$ cat src/rtl/seg_pkg.sv
// Shared types and constants for the multiplexed 7-segment scan driver.
// Segment constants are active-high {g,f,e,d,c,b,a}.
package seg_pkg;

   localparam int NUM_DIGITS = 8;
   localparam logic [6:0] OFF_SEG = 7'h7F;

   localparam logic [6:0] SEG_0 = 7'h3F;
   localparam logic [6:0] SEG_1 = 7'h06;
   localparam logic [6:0] SEG_2 = 7'h5B;
   localparam logic [6:0] SEG_3 = 7'h4F;
   localparam logic [6:0] SEG_4 = 7'h66;
   localparam logic [6:0] SEG_5 = 7'h6D;
   localparam logic [6:0] SEG_6 = 7'h7D;
   localparam logic [6:0] SEG_7 = 7'h07;
   localparam logic [6:0] SEG_8 = 7'h7F;
   localparam logic [6:0] SEG_9 = 7'h6F;
   localparam logic [6:0] SEG_A = 7'h77;
   localparam logic [6:0] SEG_B = 7'h7C;
   localparam logic [6:0] SEG_C = 7'h39;
   localparam logic [6:0] SEG_D = 7'h5E;
   localparam logic [6:0] SEG_E = 7'h79;
   localparam logic [6:0] SEG_F = 7'h71;

   typedef enum logic [1:0] {
      IDLE  = 2'd0,
      BLANK = 2'd1,
      DRIVE = 2'd2
   } state_t;

   // Digit i (7..1) is blanked when enabled and it and every digit above it are
   // zero; digit 0 always shows so a zero value still displays "0".
   function automatic logic [NUM_DIGITS-1:0] lz_mask(input logic [4*NUM_DIGITS-1:0] digits,
                                                     input logic en);
      logic [NUM_DIGITS-1:0] m;
      logic zero_above;
      m          = '0;
      zero_above = 1'b1;
      for (int i = NUM_DIGITS - 1; i >= 1; i--) begin
         zero_above = zero_above & (digits[4*i +: 4] == 4'h0);
         m[i]       = en & zero_above;
      end
      return m;
   endfunction

endpackage

$ cat src/rtl/seg7_decode.sv
// Combinational hex nibble to active-high 7-segment pattern {g,f,e,d,c,b,a}.
module seg7_decode
   import seg_pkg::*;
(
   input  logic [3:0] nibble,
   output logic [6:0] seg
);

   always_comb begin
      unique case (nibble)
         4'h0: seg = SEG_0;
         4'h1: seg = SEG_1;
         4'h2: seg = SEG_2;
         4'h3: seg = SEG_3;
         4'h4: seg = SEG_4;
         4'h5: seg = SEG_5;
         4'h6: seg = SEG_6;
         4'h7: seg = SEG_7;
         4'h8: seg = SEG_8;
         4'h9: seg = SEG_9;
         4'hA: seg = SEG_A;
         4'hB: seg = SEG_B;
         4'hC: seg = SEG_C;
         4'hD: seg = SEG_D;
         4'hE: seg = SEG_E;
         4'hF: seg = SEG_F;
      endcase
   end

endmodule

$ cat src/rtl/seg_scan_driver.sv
// Scan-index driven 8-digit 7-segment display driver with anti-ghost blanking,
// frame-coherent digit snapshot and optional leading-zero blanking.
module seg_scan_driver
   import seg_pkg::*;
#(
   parameter int unsigned BLANK_CYCLES = 4,
   parameter bit          LZ_DEFAULT   = 1'b1
) (
   input  logic        clk,
   input  logic        rst,
   input  logic [2:0]  scan_idx,
   input  logic [31:0] digits_in,
   input  logic [7:0]  dp_in,
   input  logic        lz_en,
   output logic [7:0]  digit_sel_n,
   output logic [6:0]  seg_n,
   output logic        dp_n,
   output logic        frame_start
);

   localparam logic [3:0] BLANK_INIT = 4'(BLANK_CYCLES);

   state_t      state, state_d;
   logic [2:0]  idx_q;
   logic [3:0]  bcnt, bcnt_d;
   logic [31:0] snap;
   logic [7:0]  dp_snap;
   logic [7:0]  lzmask;
   logic        lz_q;

   logic        chg;
   logic        snap_load;
   logic        drive_en;
   logic [3:0]  cur_nibble;
   logic [6:0]  dec_seg;
   logic [6:0]  seg_nxt;

   assign chg = (scan_idx != idx_q);

   // NOTE: every combinational output gets a default first so no path leaves it
   // unassigned; otherwise synthesis infers a latch.
   always_comb begin
      state_d   = state;
      bcnt_d    = bcnt;
      snap_load = 1'b0;
      drive_en  = 1'b0;
      unique case (state)
         IDLE: begin
            state_d   = BLANK;
            bcnt_d    = BLANK_INIT;
            snap_load = 1'b1;
         end
         BLANK, DRIVE: begin
            if (chg) begin
               // Any index change (even mid-blank) restarts the dark interval.
               state_d   = BLANK;
               bcnt_d    = BLANK_INIT;
               snap_load = (scan_idx == 3'd0);
            end else if (state == DRIVE) begin
               drive_en = 1'b1;
            end else if (bcnt > 4'd1) begin
               bcnt_d = bcnt - 4'd1;
            end else begin
               state_d  = DRIVE;
               bcnt_d   = 4'd0;
               drive_en = 1'b1;
            end
         end
         default: begin
            state_d = IDLE;
         end
      endcase
   end

   // NOTE: sequential state uses non-blocking assignments so every register
   // samples pre-edge values regardless of statement order.
   always_ff @(posedge clk or posedge rst) begin
      if (rst) begin
         state <= IDLE;
         bcnt  <= 4'd0;
         idx_q <= 3'd0;
      end else begin
         state <= state_d;
         bcnt  <= bcnt_d;
         idx_q <= scan_idx;
      end
   end

   // NOTE: the snapshot registers are reset as well, so a blanked or freshly
   // reset display never shows undefined digit data.
   always_ff @(posedge clk or posedge rst) begin
      if (rst) begin
         snap        <= 32'h0;
         dp_snap     <= 8'h0;
         lz_q        <= LZ_DEFAULT;
         lzmask      <= lz_mask(32'h0, LZ_DEFAULT);
         frame_start <= 1'b0;
      end else begin
         frame_start <= snap_load;
         if (snap_load) begin
            snap    <= digits_in;
            dp_snap <= dp_in;
            lz_q    <= lz_en;
            lzmask  <= lz_mask(digits_in, lz_en);
         end
      end
   end

   // One shared decoder on the digit currently selected.
   assign cur_nibble = snap[4*idx_q +: 4];

   seg7_decode u_dec (
      .nibble (cur_nibble),
      .seg    (dec_seg)
   );

   assign seg_nxt = lzmask[idx_q] ? OFF_SEG : ~dec_seg;

   always_ff @(posedge clk or posedge rst) begin
      if (rst) begin
         digit_sel_n <= 8'hFF;
         seg_n       <= OFF_SEG;
         dp_n        <= 1'b1;
      end else if (drive_en) begin
         digit_sel_n <= ~(8'b1 << idx_q);
         seg_n       <= seg_nxt;
         dp_n        <= ~dp_snap[idx_q];
      end else begin
         digit_sel_n <= 8'hFF;
         seg_n       <= OFF_SEG;
         dp_n        <= 1'b1;
      end
   end

endmodule

$ cat config.mk
export PLATFORM = sky130hd
export DESIGN_NAME = seg_scan_driver
export DESIGN_NICKNAME = d
export VERILOG_FILES = /design/src/rtl/seg_pkg.sv /design/src/rtl/seg7_decode.sv /design/src/rtl/seg_scan_driver.sv
export SDC_FILE = /design/constraint.sdc
export NUM_CORES = 1
export LEC_CHECK = 0
export ABC_AREA = 1
export CAP_MARGIN = 20
export CORE_ASPECT_RATIO = 1.4
export CORE_MARGIN = 10
export CORE_UTILIZATION = 50
export CTS_CLUSTER_DIAMETER = 80
export DETAILED_ROUTE_END_ITERATION = 12
export PLACE_DENSITY = 0.76
export SLEW_MARGIN = 0
export SYNTH_ARGS = -nofsm -noshare
export SYNTH_HDL_FRONTEND = slang
export SYNTH_SLANG_ARGS = --single-unit
$ cat constraint.sdc
create_clock -name clk -period 3 [get_ports clk]
set_clock_uncertainty 0.05 [all_clocks]
set_input_delay 0.45 -clock clk [delete_from_list [all_inputs] [get_ports clk]]
set_output_delay 0.45 -clock clk [all_outputs]
set_load 0.05 [all_outputs]
==> metrics.md <==
| Metric | Value |
|---|---|
| Placement Setup Slack | `around 0.63 ns` |
| Max Slew Vio Count | `0` |
| FF-to-FF path depth | `9` |
| Placed insts | `641` |
| Commonest non-fill, non-tap cell in the layout | `nand2_1` |
| Crit path max fanout | `36` |
| P_leak | `0.00231 uW` |
| Gate count after technology mapping | `492` |
| Deepest level of the CTS H-tree | `3` |
| Synthesized flop and latch total | `73` |
| Clock insertion delay at the later pin of the skew report | `about 0.36 ns` |
| Vias in the first global route | `approximately 3,200` |
| Register area | `0.00186 sq mm` |
| Largest net degree at the start of global routing | `37` |
| VDD IR max | `406 uV` |
| Sequential cell area fraction in the yosys report | `49.3%` |
| Vias after detailed routing | `3,267` |
| Nature of the critical path startpoint | `flip-flop` |
| Worst Setup SP | `idx_q[0]` |
| Area post-placement | `between 0.004 and 0.005 sq mm` |
| All-Layer GR Usage | `between 10% and 20%` |
| Critical Path Sink Type | `flip-flop` |
| Final Setup Violations | `0` |
| Dpl hpwl | `6.90 mm` |
| Overall Power | `3430 uW` |
| Syn_area_per_cell | `7.65 sq um` |
| # diodes | `0` |
| Critical path buffer and inverter count | `2` |
| Required @ worst endpoint | `3.17 ns` |
| Max Cap Viol | `0` |
| Post-route ant nets | `0` |
| FF-to-FF Start | `idx_q[0]` |
| Setup bufs post-CTS | `0` |
| Compound-Gate Fraction of Synth Area | `5.32%` |
| Die area | `0.0115 sq mm` |
| Slew headroom | `between 60 and 70%` |
| Deepest clock path buffer count | `2` |
| Max stage delay on crit path | `0.58 ns` |
| Grt ovf | `0` |
| Design Area, Final | `0.00460 sq mm` |
| Reg2reg end | `snap[7]` |
| # rows | `37` |
| Die height | `roughly 120 um` |
| Fmax | `0.447 GHz` |
| Pre-Repair DR Iteration Count | `5` |
| Pwr per Cell Area | `745 mW/mm^2` |
| Status | `finished clean` |
| Hold buffer count at cts | `0` |
| Final nets | `612` |
| Vias per inst | `4.97` |
| Post-Synth Adder-Cell Area | `3.65%` |
| Hold Vio Cnt, Final | `0` |
| Unique cell type count in the Yosys netlist | `27` |
| DRT iter0 DRCs | `297` |
| Commonest cells after routing, fill and taps aside | `225 x nand2_1, 62 x clkdlybuf4s50_1, 50 x dfrtp_1` |
| Io pins | `63` |
| Simple-gate share of the synthesized area | `33.2%` |
| GP Congestion | `roughly 0.96` |
| IO buf count | `62` |
| Worst-path clk slew | `0.08 ns` |
| Reg2Reg Setup Slack | `about 0.76 ns` |
| Yosys warns | `0` |
| Cell Area, Synth | `0.00377 sq mm` |
| Share of cells above drive strength 1 | `under 10%` |
| Post-route DRC | `0` |
| Setup CP Type | `flip-flop to flip-flop` |
| Global-route wire length before repair | `15.1 mm` |
| Drt wl/cell | `about 14 um` |
| TNS Setup | `0 ns` |
| Crit path max-delay cell type | `dfrtp_1` |
| Top Family by Delay on Critical Path | `simple AND/OR/NAND/NOR gates` |
| Hold Path Class | `input pin to async pin` |
| Worst path cell trace | `inv_2 > nand2_1 > nand2_1 > nand3_2 > nand2_1 > nand2_2 > nand2_4 > buf_4 > o21ai_0` |
| Period utilization | `about three quarters` |
| Final WL | `about 9 mm` |
| Xor-xnor portion of the synthesized cell area | `less than 1%` |
| Mapped Nets | `549` |
| Worst-margin pin slew | `roughly 0.53 ns` |
| RSZ-0062 raised after global routing | `no` |
| Die X | `93.4 um` |
| Cts bufs inserted | `9` |
| Area occupied by multi-input gates | `0.00161 sq mm` |
| CTS tree | `yes` |
| Starting Density | `between 50% and 60%` |
| Core Box Area | `around 0.0074 sq mm` |
| Critical Path AT | `about 2.4 ns` |
| Cell Count, Final, Fillers Out | `657` |
| Fillcell total | `approximately 640` |
| Clk root buf | `clkbuf_8` |
| Area grow syn2layout | `22.1%` |
| Crit path time final | `2.24 ns` |
| Multiplexer share of the synthesized area | `0%` |
| Clock Sinks | `73` |
| PostCTS Resize Cnt | `0` |
| Largest family of logic cells by synthesized area | `simple AND/OR/NAND/NOR gates` |
| Final setup margin | `between 0.7 and 0.8 ns` |
| Cell mode on critical path | `nand2_1` |
| Initial antenna violation count | `0` |
-- flip-flops by register name, summed over array words and instances, names as in the netlist --
| signal | flops |
|---|---|
| snap | 32 |
| state | 2 |
| dp_snap | 8 |
| bcnt | 4 |
| dp_n | 1 |
| seg_n | 7 |
| frame_start | 1 |
| digit_sel_n | 8 |
| lzmask | 7 |
| idx_q | 3 |
-- power by group --
part	internal, uW	total, uW	leakage, uW	switching, uW
Sequential	1290	1500	0.000855	205
Combinational	422	1210	0.00136	791
Clock	341	714	0.0000954	373
Total	2060	3430	0.00231	1370
-- logic make-up (layout without fill, tap and decap cells) --
| kind of cell | Yosys count | after routing |
|---|---|---|
| compound gates | 38 | 38 |
| buf+inv | 62 | 130 |
| flops | 73 | 73 |
| simple gates | 306 | 306 |
| xor+xnor | 2 | 2 |
| fa+ha+maj | 11 | 11 |
-- worst max-delay path by stage --
| stage | slack, ns | to | depth (start not counted) |
|---|---|---|---|
| floorplan | 0.68 | bcnt[0] | 1 |
| global placement | 0.66 | snap[8] | 9 |
| detailed placement | 0.63 | snap[7] | 9 |
| CTS | 0.76 | snap[7] | 9 |
| global route | 0.51 | snap[10] | 10 |
| finish | 0.76 | snap[7] | 9 |
-- area by class of cell --
| type | count | share of cell area, % |
|---|---|---|
| clock buffers | 11 | 3.29 |
| well taps | 97 | 2.64 |
| clock inverters | 5 | 0.626 |
| inverters | 48 | 3.97 |
| repair buffers | 66 | 14.2 |
| multi-input cells | 357 | 34.9 |
| flip-flops and latches | 73 | 40.4 |
-- through the flow --
stage / util, % / hold WS (ns)
after floorplan: - / 0.397
after global placement: 60.0 / 0.405
after detailed placement: 60.0 / 0.410
after CTS: 62.5 / 0.421
after global routing: 62.5 / 0.441
final: 62.5 / 0.406
-- routing by layer --
metal / share of wire, % / global-route usage, % / wire length (um)
met1: 40 / 19.0 / 3550
met2: 51 / 27.2 / 4540
met3: 5.5 / 3.48 / 488
met4: 3.4 / 9.19 / 300
met5: 0 / 0 / 0
-- cells in the mapped netlist, drive strengths merged --
cell    instances  area (sq um)
nand2         229           875
o31ai           2          15.0
o21ai          29           145
a21oi           4          20.0
nand3          33           180
dfstp          23           604
xor2            1          8.76
nor2           34           135
o22ai           2          12.5
clkinv          2          7.51
dfrtp          50          1250
inv            46           175
nor3            2          10.0
nand4           7          43.8
o21a            1          7.51
buf            14           121
ha             11           138
nand3b          1          7.51
xnor2           1          8.76
(Power assumes the default switching activity.)
